[src/rtl/high_radix_divider_pkg.sv]
// Shared types and default sizing for the radix-4 divider.
package hrd_pkg;

   typedef enum logic [1:0] {
      IDLE = 2'd0,
      RUN  = 2'd1,
      DONE = 2'd2
   } state_t;

   localparam int DW_DEF = 32;
   localparam int VW_DEF = 16;
   localparam int ITER   = DW_DEF / 2;
   localparam int CNT_W  = $clog2(ITER);

endpackage

[src/rtl/high_radix_divider_if.sv]
// Start/done handshake and operand/result bus of the radix-4 divider.
interface high_radix_divider_if
   import hrd_pkg::*;
#(
   parameter int DW = DW_DEF,
   parameter int VW = VW_DEF
);
   logic          i_start;
   logic [DW-1:0] i_dividend;
   logic [VW-1:0] i_divisor;
   logic          o_busy;
   logic          o_done;
   logic [DW-1:0] o_quotient;
   logic [VW-1:0] o_remainder;
   logic          o_div_zero;

   modport master (
      output i_start, i_dividend, i_divisor,
      input  o_busy, o_done, o_quotient, o_remainder, o_div_zero
   );

   modport slave (
      input  i_start, i_dividend, i_divisor,
      output o_busy, o_done, o_quotient, o_remainder, o_div_zero
   );
endinterface

[src/rtl/high_radix_divider_r4_step.sv]
// One radix-4 restoring step: picks the largest digit k with k*D <= P' and
// returns the reduced partial remainder.
module hrd_r4_step #(
   parameter int VW = 16
) (
   input  logic [VW+1:0] i_p,
   input  logic [VW-1:0] i_d,
   output logic [1:0]    o_k,
   output logic [VW-1:0] o_p
);
   logic [VW+1:0] w_d1;
   logic [VW+1:0] w_d2;
   logic [VW+1:0] w_d3;
   logic [VW+1:0] w_sub;

   assign w_d1 = {2'b00, i_d};
   assign w_d2 = {1'b0, i_d, 1'b0};
   assign w_d3 = w_d1 + w_d2;

   // Digit select; the result of P' - k*D is below D, so it fits VW bits.
   always_comb begin
      o_k   = 2'd0;
      w_sub = '0;
      if (i_p >= w_d3) begin
         o_k   = 2'd3;
         w_sub = w_d3;
      end else if (i_p >= w_d2) begin
         o_k   = 2'd2;
         w_sub = w_d2;
      end else if (i_p >= w_d1) begin
         o_k   = 2'd1;
         w_sub = w_d1;
      end else begin
         o_k   = 2'd0;
         w_sub = '0;
      end
      o_p = VW'(i_p - w_sub);
   end
endmodule

[src/rtl/high_radix_divider.sv]
// Sequential radix-4 divider, 2 quotient bits per clock, start/done handshake.
// Define HRD_SIGNED_EN for two's-complement operands (truncating division).
module high_radix_divider
   import hrd_pkg::*;
#(
   parameter int DW = DW_DEF,
   parameter int VW = VW_DEF
) (
   input logic                clk,
   input logic                reset,
   high_radix_divider_if.slave bus
);
   localparam int ITER_L = DW / 2;
   localparam int CW     = (ITER_L > 1) ? $clog2(ITER_L) : 1;

   state_t        r_state;
   logic [DW-1:0] r_q;
   logic [VW-1:0] r_p;
   logic [VW-1:0] r_d;
   logic [CW-1:0] r_cnt;
   logic          r_dz;
   logic          r_busy;
   logic          r_done;
   logic          r_div_zero;
   logic [DW-1:0] r_quotient;
   logic [VW-1:0] r_remainder;
`ifdef HRD_SIGNED_EN
   logic          r_neg_q;
   logic          r_neg_r;
`endif

   logic [DW-1:0] w_dvd_mag;
   logic [VW-1:0] w_dvs_mag;
   logic [DW-1:0] w_q_res;
   logic [VW-1:0] w_r_res;
   logic [VW+1:0] w_p_shift;
   logic [1:0]    w_k;
   logic [VW-1:0] w_p_new;

   assign w_p_shift = {r_p, r_q[DW-1:DW-2]};

   hrd_r4_step #(.VW(VW)) u_step (
      .i_p (w_p_shift),
      .i_d (r_d),
      .o_k (w_k),
      .o_p (w_p_new)
   );

   // Operand magnitudes fed to the unsigned core at accept.
   always_comb begin
      w_dvd_mag = bus.i_dividend;
      w_dvs_mag = bus.i_divisor;
`ifdef HRD_SIGNED_EN
      if (bus.i_dividend[DW-1]) w_dvd_mag = -bus.i_dividend;
      else                      w_dvd_mag = bus.i_dividend;
      if (bus.i_divisor[VW-1])  w_dvs_mag = -bus.i_divisor;
      else                      w_dvs_mag = bus.i_divisor;
`endif
   end

   // Final sign fixup: quotient negated on sign mismatch, remainder follows dividend.
   always_comb begin
      w_q_res = r_q;
      w_r_res = r_p;
`ifdef HRD_SIGNED_EN
      if (r_neg_q) w_q_res = -r_q;
      else         w_q_res = r_q;
      if (r_neg_r) w_r_res = -r_p;
      else         w_r_res = r_p;
`endif
   end

   // Control FSM with datapath shift registers and registered results.
   always_ff @(posedge clk) begin
      if (reset) begin
         r_state     <= IDLE;
         r_q         <= '0;
         r_p         <= '0;
         r_d         <= '0;
         r_cnt       <= '0;
         r_dz        <= 1'b0;
         r_busy      <= 1'b0;
         r_done      <= 1'b0;
         r_div_zero  <= 1'b0;
         r_quotient  <= '0;
         r_remainder <= '0;
`ifdef HRD_SIGNED_EN
         r_neg_q     <= 1'b0;
         r_neg_r     <= 1'b0;
`endif
      end else begin
         r_done <= 1'b0;
         case (r_state)
            IDLE: begin
               if (bus.i_start) begin
                  r_busy     <= 1'b1;
                  r_div_zero <= 1'b0;
                  r_p        <= '0;
                  r_d        <= w_dvs_mag;
                  r_cnt      <= CW'(ITER_L - 1);
`ifdef HRD_SIGNED_EN
                  r_neg_q    <= bus.i_dividend[DW-1] ^ bus.i_divisor[VW-1];
                  r_neg_r    <= bus.i_dividend[DW-1];
`endif
                  if (bus.i_divisor == '0) begin
                     // Raw dividend kept so its low bits can be returned as remainder.
                     r_dz    <= 1'b1;
                     r_q     <= bus.i_dividend;
                     r_state <= DONE;
                  end else begin
                     r_dz    <= 1'b0;
                     r_q     <= w_dvd_mag;
                     r_state <= RUN;
                  end
               end else begin
                  r_busy <= 1'b0;
               end
            end
            RUN: begin
               r_q <= {r_q[DW-3:0], w_k};
               r_p <= w_p_new;
               if (r_cnt == '0) begin
                  r_state <= DONE;
               end else begin
                  r_cnt <= r_cnt - 1'b1;
               end
            end
            DONE: begin
               r_done     <= 1'b1;
               r_div_zero <= r_dz;
               if (r_dz) begin
                  r_quotient  <= '1;
                  r_remainder <= r_q[VW-1:0];
               end else begin
                  r_quotient  <= w_q_res;
                  r_remainder <= w_r_res;
               end
               r_state <= IDLE;
            end
            default: begin
               r_state <= IDLE;
               r_busy  <= 1'b0;
            end
         endcase
      end
   end

   assign bus.o_busy      = r_busy;
   assign bus.o_done      = r_done;
   assign bus.o_div_zero  = r_div_zero;
   assign bus.o_quotient  = r_quotient;
   assign bus.o_remainder = r_remainder;
endmodule
[src/flat_wrapper.sv]
// flat-port wrapper written by rule: the top's interface ports become plain ports
module high_radix_divider_flat import hrd_pkg::*;
#(
   parameter int DW = DW_DEF,
   parameter int VW = VW_DEF
)
  (clk, reset, bus_i_start, bus_i_dividend, bus_i_divisor, bus_o_busy, bus_o_done, bus_o_quotient, bus_o_remainder, bus_o_div_zero);
  high_radix_divider_if #(.DW(DW), .VW(VW)) bus_i ();
  input logic clk;
  input logic reset;
  input wire logic [$bits(bus_i.i_start)-1:0] bus_i_start;
  input wire logic [$bits(bus_i.i_dividend)-1:0] bus_i_dividend;
  input wire logic [$bits(bus_i.i_divisor)-1:0] bus_i_divisor;
  output wire logic [$bits(bus_i.o_busy)-1:0] bus_o_busy;
  output wire logic [$bits(bus_i.o_done)-1:0] bus_o_done;
  output wire logic [$bits(bus_i.o_quotient)-1:0] bus_o_quotient;
  output wire logic [$bits(bus_i.o_remainder)-1:0] bus_o_remainder;
  output wire logic [$bits(bus_i.o_div_zero)-1:0] bus_o_div_zero;
  assign bus_i.i_start = bus_i_start;
  assign bus_i.i_dividend = bus_i_dividend;
  assign bus_i.i_divisor = bus_i_divisor;
  assign bus_o_busy = bus_i.o_busy;
  assign bus_o_done = bus_i.o_done;
  assign bus_o_quotient = bus_i.o_quotient;
  assign bus_o_remainder = bus_i.o_remainder;
  assign bus_o_div_zero = bus_i.o_div_zero;
  high_radix_divider #(.DW(DW), .VW(VW)) u_core (.clk(clk), .reset(reset), .bus(bus_i));
endmodule
[config.mk]
export PLATFORM = sky130hd
export DESIGN_NAME = high_radix_divider_flat
export DESIGN_NICKNAME = d
export VERILOG_FILES = /design/src/rtl/high_radix_divider_pkg.sv /design/src/rtl/high_radix_divider_if.sv /design/src/rtl/high_radix_divider_r4_step.sv /design/src/rtl/high_radix_divider.sv /design/src/flat_wrapper.sv
export SDC_FILE = /design/constraint.sdc
export NUM_CORES = 1
export LEC_CHECK = 0
export CAP_MARGIN = 20
export CORE_ASPECT_RATIO = 0.5
export CORE_MARGIN = 2
export CORE_UTILIZATION = 40
export DETAILED_ROUTE_END_ITERATION = 7
export DONT_BUFFER_PORTS = 1
export PLACE_DENSITY = 0.59
export REMOVE_ABC_BUFFERS = 1
export SLEW_MARGIN = 5
export SYNTH_ARGS = -nofsm -noshare
export SYNTH_HDL_FRONTEND = slang
export SYNTH_HIERARCHICAL = 1
export SYNTH_SLANG_ARGS = --single-unit
export TNS_END_PERCENT = 30
[constraint.sdc]
create_clock -name clk -period 7.3 [get_ports clk]
set_input_delay 1.46 -clock clk [delete_from_list [all_inputs] [get_ports clk]]
set_output_delay 1.46 -clock clk [all_outputs]
set_load 0.01 [all_outputs]
==> impl_results.md <==
- Status: finished clean
- Worst path required time: about 7.6 ns
- Area leader, netlist: dfxtp_1
- Routed wire per std cell: between 15 and 20 um
- Die Wd: about 200 um
- Fmax: about 160 MHz
- Cell Area, Synth: ~0.0077 mm2
- Setup CP Type: flip-flop to flip-flop
- Port bufs: 0
- Pre-CTS setup slack: approximately 1.2 ns
- Synth cell types: 56
- Slowest CP cell: fa_1
- Utilization after layout: 45.3%
- Minimum clock period after layout: between 6 and 7 ns
- WP buf/inv: 2
- Critical path peak fanout: 30
- Cts hold-fix bufs: 0
- Total clock buffers created by CTS: 17
- Seq/Total Area, Yosys: 31.9%
- Final Hold Viols: 0
- Synth Warn #: 6
- Top-count cell post-synth: nor2_1
- EDFF count, synth: 0
- Setup crit start kind: flip-flop
- DP Wirelength: between 10 and 15 mm
- Detailed-route via count: roughly 6300
- CP endpoint kind: flip-flop
- Worst Tran Pin Value: about 1.0 ns
- Initial Utilization: about two fifths
- Die area: between 0.02 and 0.025 mm2
- Maximum VDD drop: roughly 0.3 mV
- Detailed-route DRC error count: 0
- Gr usage total: roughly a fifth
- Layout Nets: 1007
- Area grow syn2layout: 9.71%
- Floorplan row count: 35
- Post-CTS Setup Inserts: 0
- Ports: roughly 100
- Post-CTS Resized: 0
- Iter 0 DRT Violations: roughly 350
- Clock skew: between 0.008 and 0.009 ns
- Top-area cell type share of the netlist area: 31.9%
- Proportion of layout cells with a drive suffix above 1: 7.25%
- Syn Area/Cell: 8.53 um2
- MaxCap Viol Count: 0
- First-pass GRT wire length: roughly 32 mm
- Antenna diodes: 0
- Clk Latency, worst-skew pair: between 0.4 and 0.5 ns
- Core area: roughly 0.019 mm2
- Vias in the first global route: 5976
- Dominant synthesized flop cell: dfxtp_1
- CP delay by family, top: compound AO/OA/AOI/OAI gates
- Initial antenna violation count: 0
- Min-delay worst type: flip-flop to flip-flop
- Tot Pwr: just over 5000 uW
- Setup TNS Final: 0 ns
- Slew headroom: between 30% and 40%
- Vias per inst: between 5 and 6
- Largest net degree at the start of global routing: 123
- Unrepaired setup endpoints after global routing: no
- Worst EP arrival: about 6.5 ns
- Routed WL: just under 20 mm
- CTS Root Cell: clkbuf_16
- Async SR Flop Fraction: 0%
- Area contributors post-synth: dfxtp_1 32%, ha_1 14%, a211oi_1 7.7%
- Cells after synthesis: ~900
- Critical Path Max Stage Delay: between 0.4 and 0.5 ns
- Routability Congestion: just under 0.9
- Die Ht: roughly 100 um
- Final period util: 85.0%
- Yosys reg bits: 122
- CTS tree: yes
- Top cells by count, synth: 141 x nor2_1, 122 x dfxtp_1, 84 x ha_1
- Htree depth: 4
- Fill cells: between 1500 and 2000
- Power density cells: approximately 600 mW/mm2
- Max clock buf depth: 2
- Clock slew at reported path FFs: 0.06 ns
- Final setup margin: 1.09 ns
- Setup Viol. Count Final: 0
- DRT antenna net count: 0
- Pre-antenna DRT Iters: 5
- Most Frequent Cell on Critical Path: a21o_1
- Clock Sinks: roughly 120
- Slew Limit Fails: 0
- Remaining Overflow, GRT: 0
- Pleak: 0.00321 uW
## stage by stage
step | instances | hold slack [ns] | cell area (um2)
2_1_floorplan | 845 | 0.461 | 7390
3_3_place_gp | 1109 | 0.490 | 7770
3_5_place_dp | 1109 | 0.494 | 7770
4_1_cts | 1141 | 0.504 | 8400
5_1_grt | 1142 | 0.531 | 8410
6_report | 1142 | 0.508 | 8410
## sequential cells by signal (all words and copies together) (netlist names)
register                cells
u_core/bus.o_div_zero       1
u_core/r_q                 32
u_core/r_dz                 1
u_core/r_d                 16
u_core/bus.o_quotient      32
u_core/bus.o_remainder     16
u_core/r_state              2
u_core/r_cnt                4
u_core/bus.o_busy           1
u_core/r_p                 16
u_core/bus.o_done           1
## layout make-up
class	count	area [um2]	area share [%]
Inverter	36	135	1.61
Clock buffer	18	439	5.22
Sequential cell	122	2440	29.1
Multi-Input combinational cell	687	4830	57.5
Tap cell	259	324	3.85
Timing Repair Buffer	6	48.8	0.580
Clock inverter	14	185	2.20
## worst paths after layout
kind	to	from	slack (ns)	cells past startpoint
hold reg to reg	u_core/r_d[14]	u_core/r_d[14]	0.51	2
setup reg to reg	u_core/r_p[15]	u_core/r_d[0]	1.09	30
hold / removal	u_core/r_d[14]	u_core/r_d[14]	0.51	2
setup / recovery	u_core/r_p[15]	u_core/r_d[0]	1.09	30
## per-layer routing
layer / global-route usage [%] / routed length [um]
met1: 28.3 / 10100
met4: 5.07 / 182
met5: 0 / 0
met3: 5.41 / 1030
met2: 29.8 / 8330
## cells by family (layout without fill, tap and decap cells)
kind of cell | count (synthesis) | in the layout | synth area share (%)
muxes | 50 | 50 | 6.58
xor gates and xnor gates | 28 | 28 | 3.38
buffers and inverters | 90 | 74 | 5.34
adders and majority gates | 86 | 86 | 14.2
DFF | 122 | 122 | 31.9
and+or+nand+nor | 267 | 267 | 15.2
AOI/OAI and AO/OA | 256 | 256 | 23.4
## layout by cell type (no fill, tap or decap), types with 8 or more instances in the layout
| cell type | synthesis | layout |
|---|---|---|
| nor2_1 | 141 | 141 |
| dfxtp_1 | 122 | 121 |
| ha_1 | 84 | 82 |
| a211oi_1 | 79 | 79 |
| a21oi_1 | 55 | 55 |
| nand2_1 | 51 | 51 |
| mux2i_1 | 49 | 49 |
| inv_1 | 36 | 36 |
| a21o_1 | 24 | 24 |
| nor3_1 | 24 | 23 |
| o21ai_0 | 23 | 23 |
| xnor2_1 | 18 | 18 |
| clkbuf_16 | 0 | 17 |
| a22oi_1 | 16 | 16 |
| nand3_1 | 12 | 12 |
| a211oi_2 | 11 | 11 |
| xor2_1 | 9 | 9 |
| o22ai_1 | 8 | 8 |
## worst register-to-register path, delay by kind of cell, from the launching register on
| kind | cells | cell delay, ns |
|---|---|---|
| simple gates | 7 | 0.66 |
| compound gates | 15 | 3.25 |
| xor+xnor | 2 | 0.42 |
| buf+inv | 2 | 0.30 |
| flops | 1 | 0.37 |
| fa+ha+maj | 4 | 1.09 |
## power breakdown
| part | total, uW | internal [uW] | switching, uW |
|---|---|---|---|
| clock network | 904 | 555 | 350 |
| logic | 3200 | 1430 | 1770 |
| registers | 989 | 795 | 194 |
| total | 5090 | 2780 | 2310 |
No activity file was read; power rests on OpenSTA's default activity.
